**config.mk**
```make
export PLATFORM = sky130hd
export DESIGN_NAME = pwconv_bias_scheduler
export DESIGN_NICKNAME = d
export VERILOG_FILES = /design/src/rtl/pwconv_pkg.sv /design/src/rtl/pwconv_bias_sat_add.sv /design/src/rtl/pwconv_bias_scheduler.sv
export SDC_FILE = /design/constraint.sdc
export NUM_CORES = 1
export LEC_CHECK = 0
export ABC_AREA = 0
export CAP_MARGIN = 20
export CORE_MARGIN = 5
export CORE_UTILIZATION = 50
export CTS_BUF_LIST = sky130_fd_sc_hd__clkbuf_4 sky130_fd_sc_hd__clkbuf_8
export DETAILED_ROUTE_END_ITERATION = 8
export PLACE_DENSITY_LB_ADDON = 0.3
export SLEW_MARGIN = 5
export SYNTH_ARGS = -nofsm -noshare
export SYNTH_HDL_FRONTEND = slang
export SYNTH_SLANG_ARGS = --single-unit
export TNS_END_PERCENT = 30
```
**constraint.sdc**
```tcl
create_clock -name clk -period 2.8 [get_ports clk]
set_clock_uncertainty 0.05 [all_clocks]
set_input_delay 0.42 -clock clk [delete_from_list [all_inputs] [get_ports clk]]
set_output_delay 0.42 -clock clk [all_outputs]
set_load 0.02 [all_outputs]
```
**src/rtl/pwconv_pkg.sv**
```systemverilog
// Shared types and constants for the pointwise-conv bias scheduler.
// FSM state encoding plus the saturation bounds of the default datapath width.
package pwconv_pkg;

    typedef enum logic [2:0] {
        IDLE,
        MAC,
        BREQ,
        BWAIT,
        OUT,
        FIN
    } pw_state_t;

    localparam int DATA_W_DEF = 32;

    localparam logic [DATA_W_DEF-1:0] SAT_MAX = {1'b0, {(DATA_W_DEF-1){1'b1}}};
    localparam logic [DATA_W_DEF-1:0] SAT_MIN = {1'b1, {(DATA_W_DEF-1){1'b0}}};

endpackage

```
**src/rtl/pwconv_bias_sat_add.sv**
```systemverilog
// Signed accumulator + bias add, clamped to the DATA_W signed range.
// Purely combinational; the caller registers the result.
import pwconv_pkg::*;

module pwconv_bias_sat_add #(
    parameter int DATA_W = DATA_W_DEF
) (
    input  logic signed [DATA_W-1:0] a,
    input  logic signed [DATA_W-1:0] b,
    output logic signed [DATA_W-1:0] y
);

    localparam logic [DATA_W-1:0] MAX_V = {1'b0, {(DATA_W-1){1'b1}}};
    localparam logic [DATA_W-1:0] MIN_V = {1'b1, {(DATA_W-1){1'b0}}};

    logic [DATA_W:0] sum;

    assign sum = {a[DATA_W-1], a} + {b[DATA_W-1], b};

    // The two top bits of the widened sum disagree only on overflow.
    always_comb begin
        y = sum[DATA_W-1:0];
        if (sum[DATA_W] != sum[DATA_W-1]) begin
            y = sum[DATA_W] ? MIN_V : MAX_V;
        end
    end

endmodule

```
**src/rtl/pwconv_bias_scheduler.sv**
```systemverilog
// Per-output-channel sequencer for one pointwise-conv layer: gates MAC steps,
// fetches the channel bias from ROM, saturating-adds it and hands it downstream.
import pwconv_pkg::*;

module pwconv_bias_scheduler #(
    parameter int NUM_OCH = 32,
    parameter int NUM_ICH = 16,
    parameter int ADR_W   = 5,
    parameter int ICH_W   = 4,
    parameter int DATA_W  = DATA_W_DEF
) (
    input  logic                     clk,
    input  logic                     rst_b,
    input  logic                     start,
    output logic                     busy,
    output logic                     done,
    input  logic                     act_valid,
    output logic                     act_ready,
    output logic                     mac_en,
    output logic                     mac_clr,
    output logic [ICH_W-1:0]         ich_idx,
    output logic [ADR_W-1:0]         och_idx,
    output logic                     rom_me,
    output logic [ADR_W-1:0]         rom_adr,
    input  logic signed [DATA_W-1:0] rom_q,
    input  logic signed [DATA_W-1:0] acc_in,
    output logic signed [DATA_W-1:0] out_data,
    output logic                     out_valid,
    input  logic                     out_ready
);

    localparam logic [ADR_W-1:0] OCH_LAST = ADR_W'(NUM_OCH - 1);
    localparam logic [ICH_W-1:0] ICH_LAST = ICH_W'(NUM_ICH - 1);

    pw_state_t               state;
    logic [ADR_W-1:0]        och;
    logic [ICH_W-1:0]        ich;
    logic signed [DATA_W-1:0] sum_sat;

    // The MAC handshake is combinational so a step can be taken every cycle.
    assign mac_en    = (state == MAC) && act_valid;
    assign act_ready = mac_en;
    assign mac_clr   = mac_en && (ich == '0);
    assign ich_idx   = ich;
    assign och_idx   = och;

    pwconv_bias_sat_add #(
        .DATA_W(DATA_W)
    ) u_sat_add (
        .a(acc_in),
        .b(rom_q),
        .y(sum_sat)
    );

    always_ff @(posedge clk or negedge rst_b) begin
        if (!rst_b) begin
            state     <= IDLE;
            och       <= '0;
            ich       <= '0;
            busy      <= 1'b0;
            done      <= 1'b0;
            rom_me    <= 1'b0;
            rom_adr   <= '0;
            out_valid <= 1'b0;
            out_data  <= '0;
        end else begin
            done    <= 1'b0;
            rom_me  <= 1'b0;
            rom_adr <= '0;
            unique case (state)
                IDLE: begin
                    if (start) begin
                        state <= MAC;
                        och   <= '0;
                        ich   <= '0;
                        busy  <= 1'b1;
                    end
                end
                MAC: begin
                    if (act_valid) begin
                        if (ich == ICH_LAST) begin
                            ich     <= '0;
                            rom_me  <= 1'b1;
                            rom_adr <= och;
                            state   <= BREQ;
                        end else begin
                            ich <= ich + ICH_W'(1);
                        end
                    end
                end
                BREQ: begin
                    state <= BWAIT;
                end
                // ROM data and final accumulator are both valid here.
                BWAIT: begin
                    out_data  <= sum_sat;
                    out_valid <= 1'b1;
                    state     <= OUT;
                end
                OUT: begin
                    if (out_ready) begin
                        out_valid <= 1'b0;
                        if (och == OCH_LAST) begin
                            done  <= 1'b1;
                            state <= FIN;
                        end else begin
                            och   <= och + ADR_W'(1);
                            state <= MAC;
                        end
                    end
                end
                FIN: begin
                    och   <= '0;
                    busy  <= 1'b0;
                    state <= IDLE;
                end
                default: begin
                    state <= IDLE;
                end
            endcase
        end
    end

endmodule

```
==> results of run 1 <==
worst max-delay path, delay by kind of cell:
| kind | cells | cell delay [ns] |
|---|---|---|
| compound gates | 5 | 0.92 |
| buf+inv | 4 | 0.91 |
| mux | 1 | 0.34 |
| fa+ha+maj | 1 | 0.29 |
| simple gates | 1 | 0.13 |
sequential cells by signal (all words and copies together), names as in the netlist:
register   count
out_valid      1
busy           1
out_data      32
ich_idx        4
och_idx        5
rom_me         1
state          3
done           1
rom_adr        5
cells in the final DEF (no fill, tap or decap), drive strengths merged, types with 2 or more instances in the layout:
cell and instances:
a2111oi 2, a211o 2, a211oi 7, a21o 23
a21oi 39, a221oi 2, a31oi 3, and2 8
and3 5, buf 153, clkbuf 19, clkdlybuf4s15 6
clkdlybuf4s50 69, dfrtp 53, diode 2, dlygate4sd2 10
dlymetal6s2s 17, ha 36, inv 14, mux2i 2
nand2 76, nand2b 2, nand3 16, nand4 5
nor2 48, nor2b 3, nor3 6, o211ai 3
o21a 3, o21ai 56, o21bai 3, o31ai 5
xnor2 15, xor2 13
layer usage:
layer	routed length, um	track usage	share of wire
met3	1580	0.0464	0.081
met5	0	0	0
met4	1770	0.140	0.091
met2	9660	0.538	0.50
met1	6460	0.302	0.33
kinds of logic after synthesis:
kind of cell	Yosys count	share of synthesized area
AO/OA/AOI/OAI	159	0.271
XOR/XNOR	28	0.0581
adder cells (fa/ha/maj)	37	0.111
buffers and inverters	35	0.0409
flip-flops	53	0.314
multiplexers	3	0.00741
AND/OR/NAND/NOR	175	0.197
power by group:
part           switching (W)  internal, W
Clock               0.000255     0.000208
Sequential          0.000124     0.000873
Combinational        0.00106     0.000937
metrics by stage:
| step | power (W) | instance area [sq um] | hold WS, ns | util |
|---|---|---|---|---|
| 6_report | 0.00345 | 7490 | 0.0169 | 0.912 |
| 5_1_grt | 0.00358 | 7490 | 0.0511 | 0.912 |
| 4_1_cts | 0.00310 | 6920 | 0.0341 | 0.843 |
| 3_5_place_dp | 0.00251 | 6210 | 0.358 | 0.756 |
| 3_3_place_gp | 0.00246 | 6210 | 0.353 | 0.756 |
| 2_1_floorplan | 0.00183 | 4230 | 0.0744 | - |
cell type report:
class / instances / area, sq um
multi-input combinational: 402 / 3440
timing repair buffer: 266 / 2450
sequential: 53 / 1330
fill: 312 / 726
tap: 105 / 131
clock buffer: 8 / 91.3
inverter: 14 / 52.6
antenna: 2 / 5.00
repair_timing:
action	4_1_cts	5_1_grt
buffers inserted	22	24
resized for setup	117	118
endpoints found under the hold margin	0	0
endpoints found under the setup margin	33	32
pin swaps	49	70
cloned	4	1
worst min path at each step:
stage                     cells past startpoint                       to  slack [ns]   from
after floorplan                               0         busy$_DFFE_PN0P_        0.07  rst_b
final                                         1  out_data[3]$_DFFE_PN0P_        0.02  rst_b
after global placement                        1  out_data[5]$_DFFE_PN0P_        0.35  rst_b
after detailed placement                      1  out_data[5]$_DFFE_PN0P_        0.36  rst_b
after CTS                                     1  out_data[5]$_DFFE_PN0P_        0.03  rst_b
after global routing                          1  out_data[4]$_DFFE_PN0P_        0.05  rst_b
==> metrics.md, run 1 <==
| Metric | Value |
|---|---|
| Maximum clock path buffer count | 2 |
| Mapped Avg Cell Area | 8.62 sq um |
| Placed Instances | 792 |
| Most common cell in the netlist | nand2_1 |
| Critical path launch point type | input port |
| Yosys cell types | 64 |
| Synth Register Bits | 53 |
| CTS tree | built |
| Dpl ws | -0.749 ns |
| Worst EP arrival | 3.03 ns |
| Later-pin clock latency in the skew report | 0.31 ns |
| DR DRC count | 0 |
| Fin cells | 850 |
| Largest net degree at the start of global routing | 37 |
| Initial antenna violation count | 2 |
| Critical Path End Type | flip-flop |
| Synth top area cells | dfrtp_1 31%, ha_1 11%, nand2_1 6.8% |
| Ports | 122 |
| Slew Viols, Final | 0 |
| Drt pass-1 iters | 5 |
| Leakage | 3.55 nW |
| Synth Flop Type | dfrtp_1 |
| Avg Vias per Cell | 6.40 |
| Final hold vios | 0 |
| Final nets | 848 |
| Capture point of the worst path | out_data[7]$_DFFE_PN0P_ |
| DR iter-0 viols | 406 |
| Via count | 5,442 |
| Post-synth EDFFs | 0 |
| Critical Path RT | 2.99 ns |
| Clock root buffer master | clkbuf_8 |
| Maximum capacitance violations | 0 |
| DPL Wire Length | 9750 um |
| Buffers on Ports | 121 |
| Final setup violating endpoints | 14 |
| Final WL | 19,500 um |
| WL/cell | 22.9 um |
| Max Clk Rate | 0.351 GHz |
| Die Y | 102 um |
| First-pass GRT wire length | 23,300 um |
| Synthesized area | 4220 sq um |
| Seq/Total Area, Yosys | 0.314 |
| Most frequent cells after synthesis | 76 x nand2_1, 53 x dfrtp_1, 36 x a21oi_1, 36 x ha_1, 25 x nor2_2 |
| Period utilization | 1.02 |
| Number of global-route vias before repair | 4,970 |
| Dominant cell type by area after synthesis | dfrtp_1 |
| CTS hold repair buffers | 0 |
| Worst R2R Start | och_idx[0]$_DFFE_PN0P_ |
| Tightest Pin Transition | 0.720 ns |
| Grt ovf | 0 |
| Total track usage | 0.283 |
| Clk slew on worst S/H paths | 0.10 ns |
| Initial core utilization | 0.514 |
| Violated checks | setup timing |
| Crit path max fanout | 6 |
| Worst VDD drop | 0.241 mV |
| Post-synth top area share | 0.314 |
| Row cnt | 33 |
| Synth Instances | 490 |
| Min Tclk post-route | 2.85 ns |
| R2R Path End | och_idx[3]$_DFFE_PN0P_ |
| Setup TNS | -0.328 ns |
| CP peak stage delay | 0.45 ns |
| Post-Syn Nets | 596 |
| Worst path cell trace | clkdlybuf4s50_1 > ha_4 > nand4_1 > buf_4 > o21ai_4 > mux2_4 > a211oi_4 > a21boi_4 > buf_6 > buf_12 > a21oi_2 > o21ai_1 |
| Slowest cell on the critical path | clkdlybuf4s50_1 |
| Yosys warnings | 0 |
| Max H-tree Level | 2 |
| Fin worst setup slack | -0.0451 ns |
| R2r setup slk | 0.50 ns |
| Worst slew margin | 0.517 |
| Area delta synth->final | 77.3% |
| Core area | 8220 sq um |
| Async SR Flop Fraction | 1.00 |
| Crit path launch | acc_in[30] |
| Antenna-violating nets left | 0 |
| Hold Path Class | input port to asynchronous set/reset pin |
| R2R cell count | 10 |
| Die ar. | 10,400 sq um |
| RD Place Congestion | 0.868 |
| Chip width | 102 um |
| # clock sinks | 53 |
| Outcome | finished, violations left |
| Critical path class | input port to flip-flop |
| Share of post-route cells with drive strength above 1 | 0.425 |
| CTS Buf Count | 5 |
| Cell Pwr Density | 461 nW/um^2 |
No activity file was read; power rests on OpenSTA's default activity.
==> run 2, diff against run 1 <==
- GPL_TIMING_DRIVEN: unset -> 0
==> metrics.md, run 2 (synthesis results as in run 1) <==
| Metric | Value |
|---|---|
| WL/cell | 19.1 um (-17%) |
| Slowest cell on the critical path | a211oi_4 |
| Clk slew on worst S/H paths | 0.10 ns (about the same) |
| Min Tclk post-route | 2.82 ns (-0.0234 ns) |
| Later-pin clock latency in the skew report | 0.31 ns (about the same) |
| Critical Path End Type | flip-flop |
| Number of global-route vias before repair | 4,388 (-12%) |
| Final hold slack | 0.00673 ns (-0.0102 ns) |
| CTS tree | built |
| RSZ-0062 raised after global routing | true |
| Buffers on Ports | 121 (unchanged) |
| Slew Viols, Final | 0 (unchanged) |
| Max H-tree Level | 2 (unchanged) |
| Final hold vios | 0 (unchanged) |
| DR DRC count | 0 (unchanged) |
| Die Y | 102 um (unchanged) |
| Worst VDD drop | 0.237 mV (-1.5%) |
| Die ar. | 10,400 sq um (unchanged) |
| Fin worst setup slack | -0.0217 ns (+0.0234 ns) |
| Max Clk Rate | 0.354 GHz (+0.83%) |
| Ports | 122 (unchanged) |
| Core Util, Final | 0.829 (-0.0824) |
| Final WL | 14,700 um (-24%) |
| Avg Vias per Cell | 5.93 (-7.4%) |
| # clock sinks | 53 (unchanged) |
| DPL Wire Length | 8740 um (-10%) |
| RD Place Congestion | 0.897 (+3.3%) |
| Leakage | 3.11 nW (-12%) |
| DR iter-0 viols | 299 (-26%) |
| Worst path cell trace | clkdlybuf4s15_1 > ha_4 > nor3_4 > nor3_4 > a211oi_4 > o31ai_4 > a21o_2 > a211oi_4 > a21boi_4 > buf_6 > buf_8 > buf_12 > nor2_4 > o21ai_2 |
| CP peak stage delay | 0.30 ns (-0.15 ns) |
| Chip width | 102 um (unchanged) |
| Max reg flops | 32 (unchanged) |
| Grt ovf | 0 (unchanged) |
| Largest net degree at the start of global routing | 36 (-2.7%) |
| Area delta synth->final | 61.3% |
| Clock root buffer master | clkbuf_8 |
| Critical Path RT | 2.99 ns (about the same) |
| First-pass GRT wire length | 20,900 um (-10%) |
| Dpl ws | -0.986 ns (-0.237 ns) |
| Worst slew margin | 0.621 (+0.103) |
| Core area | 8220 sq um (unchanged) |
| Cell Pwr Density | 470 nW/um^2 (+1.9%) |
| # diodes | 0 (-2) |
| Most frequent cells in the layout | 74 x nand2_1, 66 x clkdlybuf4s50_1, 53 x dfrtp_1, 49 x buf_4, 27 x ha_4 |
| Drt pass-1 iters | 5 (unchanged) |
| Most common cell after layout, fill and taps aside | nand2_1 |
| Antenna-violating nets left | 0 (unchanged) |
| Register bank with the most flops | out_data |
| Outcome | finished, violations left |
| Share of post-route cells with drive strength above 1 | 0.337 (-0.0885) |
| Critical path class | input port to flip-flop |
| Critical path launch point type | input port |
| Total track usage | 0.251 (-0.0329) |
| Final setup violating endpoints | 9 (-5) |
| Maximum capacitance violations | 0 (unchanged) |
| Period utilization | 1.01 (-0.00837) |
| Worst EP arrival | 3.01 ns (-0.02 ns) |
| CTS Buf Count | 5 (unchanged) |
| Initial antenna violation count | 0 (-2) |
| Maximum clock path buffer count | 2 (unchanged) |
| Initial core utilization | 0.514 (unchanged) |
| Row cnt | 33 (unchanged) |
| Tightest Pin Transition | 0.565 ns (-0.154 ns) |
| Crit path max fanout | 5 (-1) |
| Violated checks | setup timing |
| Final nets | 773 (-8.8%) |
| Via count | 4,581 (-16%) |
| Hold Path Class | input port to asynchronous set/reset pin |
-- run 2: report_power, final --
group          leakage, nW  internal, W  switching [W]
Sequential           0.577     0.000873      0.0000992
Combinational         2.49     0.000862       0.000934
Clock               0.0484     0.000184       0.000249
-- run 2: area by class of cell --
| cell class | count | area (sq um) |
|---|---|---|
| repair buffers | 177 | 1690 |
| fillers | 460 | 1400 |
| plain buffers | 14 | 124 |
| flip-flops and latches | 53 | 1330 |
| clock buffers | 6 | 76.3 |
| inverters | 14 | 52.6 |
| clock inverters | 2 | 10.0 |
| well taps | 105 | 131 |
| multi-input cells | 402 | 3400 |
-- run 2: timing repair --
action / CTS / global route
hold buffers: 0 / 0
setup buffers: 31 / 21
endpoints found under the hold margin: 0 / 0
setup endpoints to repair: 35 / 33
resized for setup: 147 / 84
pin swaps: 49 / 53
gates cloned: 3 / 0
-- run 2: path summary, 6_finish.rpt --
check,end,slack [ns],cells past startpoint,start
setup / recovery,out_data[3]$_DFFE_PN0P_,-0.02,14,acc_in[5]
hold / removal,out_data[5]$_DFFE_PN0P_,0.007,1,rst_b
setup reg to reg,och_idx[3]$_DFFE_PN0P_,0.38,9,och_idx[0]$_DFFE_PN0P_
hold reg to reg,out_data[30]$_DFFE_PN0P_,0.44,2,out_data[30]$_DFFE_PN0P_
max in group asynchronous,out_data[31]$_DFFE_PN0P_,2.14,2,rst_b
min in group clk,out_data[0]$_DFFE_PN0P_,0.43,4,rom_q[0]
-- run 2: worst max-delay path: cells and delay by family --
| family | cells | cell delay, ns |
|---|---|---|
| and+or+nand+nor | 3 | 0.38 |
| buffers and inverters | 4 | 0.62 |
| adders and majority gates | 1 | 0.27 |
| AOI/OAI and AO/OA | 6 | 1.31 |
-- run 2: through the flow --
step	instances	setup TNS, ns	total power (W)	area [sq um]
2_1_floorplan	490	0	0.00183	4230
6_report	773	-0.0743	0.00320	6810
5_1_grt	773	-1.69	0.00338	6810
3_3_place_gp	716	-40.49	0.00231	5570
3_5_place_dp	717	-29.93	0.00235	5590
4_1_cts	752	-0.0803	0.00301	6430
-- run 2: layer usage --
layer,track usage,wire (um),up-vias
met1,0.314,5620,2230
met3,0.0355,906,40
met5,0,0,-
met4,0.0696,453,0
li1,-,-,2097
met2,0.452,7740,214
==> run 3, diff against run 2 <==
- SLEW_MARGIN: 5 -> 20
==> metrics.md, run 3 (synthesis results as in run 1) <==
| Metric | Value |
|---|---|
| Avg Vias per Cell | 5.90 (-0.36%) |
| Slew Viols, Final | 0 (unchanged) |
| Design area | 6680 sq um (-2.0%) |
| Fin worst setup slack | -0.0405 ns (-0.0188 ns) |
| Capture point of the worst path | out_data[7]$_DFFE_PN0P_ |
| RSZ-0062 raised after global routing | true |
| Period utilization | 1.01 (+0.00671) |
| Critical Path Most Common Cell | a211oi_4 |
| Core Util, Final | 0.813 (-0.0167) |
| CP peak stage delay | 0.35 ns (+0.05 ns) |
| Die ar. | 10,400 sq um (unchanged) |
| Number of global-route vias before repair | 4,363 (-0.57%) |
| Later-pin clock latency in the skew report | 0.31 ns (about the same) |
| Dpl ws | -0.999 ns (-0.0132 ns) |
| CTS tree | built |
| Most frequent cells in the layout | 78 x clkdlybuf4s50_1, 72 x nand2_1, 53 x dfrtp_1, 35 x buf_4, 30 x o21ai_2 |
| WL/cell | 19.0 um (-0.11%) |
| DPL Wire Length | 8620 um (-1.3%) |
| Register bank with the most flops | out_data |
| Max reg flops | 32 (unchanged) |
| Most common cell after layout, fill and taps aside | clkdlybuf4s50_1 |
| # clock sinks | 53 (unchanged) |
| Critical path class | input port to flip-flop |
| Drt pass-1 iters | 5 (unchanged) |
| CTS Buf Count | 5 (unchanged) |
| Crit path max fanout | 5 (unchanged) |
| CP delay by family, top | compound AO/OA/AOI/OAI gates |
| Final WL | 14,400 um (-2.4%) |
| Critical Path Stages | 13 (-1) |
| R2R Path End | och_idx[3]$_DFFE_PN0P_ |
| Fillers | 476 (+3.5%) |
| Share of post-route cells with drive strength above 1 | 0.322 (-0.0153) |
| Ports | 122 (unchanged) |
| Maximum capacitance violations | 0 (unchanged) |
| Maximum clock path buffer count | 2 (unchanged) |
| Area delta synth->final | 58.1% |
| Max H-tree Level | 2 (unchanged) |
| Crit path launch | acc_in[0] |
| DR DRC count | 0 (unchanged) |
| Row cnt | 33 (unchanged) |
| Die Y | 102 um (unchanged) |
| Outcome | finished, violations left |
| Core area | 8220 sq um (unchanged) |
| First-pass GRT wire length | 21,100 um (+0.92%) |
| Clk slew on worst S/H paths | 0.10 ns (about the same) |
| Storage element area | 1330 sq um (unchanged) |
| CTS hold repair buffers | 0 (unchanged) |
| R2r setup slk | 0.41 ns (+0.03 ns) |
| Via count | 4,458 (-2.7%) |
| Total track usage | 0.253 (+0.00204) |
| Clock root buffer master | clkbuf_8 |
| Antenna-violating nets left | 0 (unchanged) |
| Grt ovf | 0 (unchanged) |
| # diodes | 0 (unchanged) |
| Tightest Pin Transition | 0.680 ns (+0.114 ns) |
| Total chip power | 0.00329 W (+2.7%) |
| Chip width | 102 um (unchanged) |
| Worst path bufs/invs | 3 (-1) |
| Violated checks | setup timing |
| Multi-input gate area | 3420 sq um (+0.66%) |
| DR iter-0 viols | 278 (-7.0%) |
| Cell Pwr Density | 493 nW/um^2 (+4.8%) |
| Final hold vios | 0 (unchanged) |
| Worst EP arrival | 3.04 ns (+0.03 ns) |
| Initial antenna violation count | 0 (unchanged) |
| Critical Path End Type | flip-flop |
| Worst VDD drop | 0.283 mV (+19%) |
| R2R cell count | 9 (unchanged) |
| Slowest cell on the critical path | a21boi_4 |
| Final setup violating endpoints | 8 (-1) |
| RD Place Congestion | 0.897 (unchanged) |
| Worst slew margin | 0.547 (-0.0740) |
| Largest net degree at the start of global routing | 54 (+50%) |
| Worst path cell trace | buf_2 > ha_4 > buf_4 > a211oi_4 > o211ai_4 > a211oi_4 > o31ai_4 > a21o_2 > a211oi_4 > a21boi_4 > buf_6 > a21oi_4 > o21ai_2 |
| Critical path launch point type | input port |
| Worst R2R Start | och_idx[0]$_DFFE_PN0P_ |
| Min Tclk post-route | 2.84 ns (+0.0188 ns) |
| Initial core utilization | 0.514 (unchanged) |
| Leakage | 2.96 nW (-4.9%) |
| Hold Path Class | input port to asynchronous set/reset pin |
| Critical Path RT | 3.00 ns (about the same) |
| Max Clk Rate | 0.352 GHz (-0.66%) |
| Buffers on Ports | 121 (unchanged) |
| Final nets | 755 (-2.3%) |
| Placed cell areas | 5570 sq um (-0.31%) |
-- run 3: changes by cell type in the layout (fill, tap and decap cells not counted), moves of 5 or more --
cell | before | now
buf_4 | 49 | 35
clkdlybuf4s50_1 | 66 | 78
clkbuf_2 | 14 | 3
dlygate4sd2_1 | 16 | 24
dlymetal6s2s_1 | 15 | 8
o21ai_2 | 24 | 30
o21ai_1 | 9 | 4
-- run 3: worst min-delay path by stage --
| stage | slack, ns | to | startpoint |
|---|---|---|---|
| 3_3_place_gp | 0.41 | out_data[24]$_DFFE_PN0P_ | out_data[24]$_DFFE_PN0P_ |
| 4_1_cts | 0.10 | rom_adr[2]$_DFF_PN0_ | rst_b |
| 2_1_floorplan | 0.07 | busy$_DFFE_PN0P_ | rst_b |
| 6_report | 0.08 | out_data[5]$_DFFE_PN0P_ | rst_b |
| 3_5_place_dp | 0.42 | out_data[24]$_DFFE_PN0P_ | out_data[24]$_DFFE_PN0P_ |
| 5_1_grt | 0.14 | out_data[5]$_DFFE_PN0P_ | rst_b |
-- run 3: layout make-up --
class                           count  share of cell area
Buffer                             10              0.0141
Clock buffer                        5              0.0103
Clock inverter                      3             0.00975
Inverter                           14             0.00787
Multi-Input combinational cell    402               0.513
Sequential cell                    53               0.199
Tap cell                          105              0.0197
Timing Repair Buffer              163               0.227
-- run 3: what timing repair did --
action	CTS	global route
endpoints found under the setup margin	35	32
pin swaps	42	54
gates cloned	3	0
endpoints found under the hold margin	0	0
gates resized for setup	135	74
buffers inserted	23	20
-- run 3: report_power, final --
part | leakage (nW) | internal (W) | total, W | switching [W]
registers | 0.577 | 0.000873 | 0.000977 | 0.000105
clock network | 0.0681 | 0.000355 | 0.000625 | 0.000269
logic | 2.31 | 0.000780 | 0.00169 | 0.000906
-- run 3: stage by stage --
stage	instances	TNS, ns	hold slack, ns
after floorplan	490	0	0.0744
after global placement	716	-40.49	0.410
after detailed placement	716	-30.27	0.418
after CTS	742	-0.711	0.103
after global routing	755	-1.93	0.135
final	755	-0.105	0.0751
-- run 3: per-layer routing --
metal	part of all wire	global-route usage	vias up
li1	-	-	2061
met1	0.39	0.316	2148
met2	0.51	0.454	196
met3	0.056	0.0314	53
met4	0.039	0.0787	0
met5	0	0	-
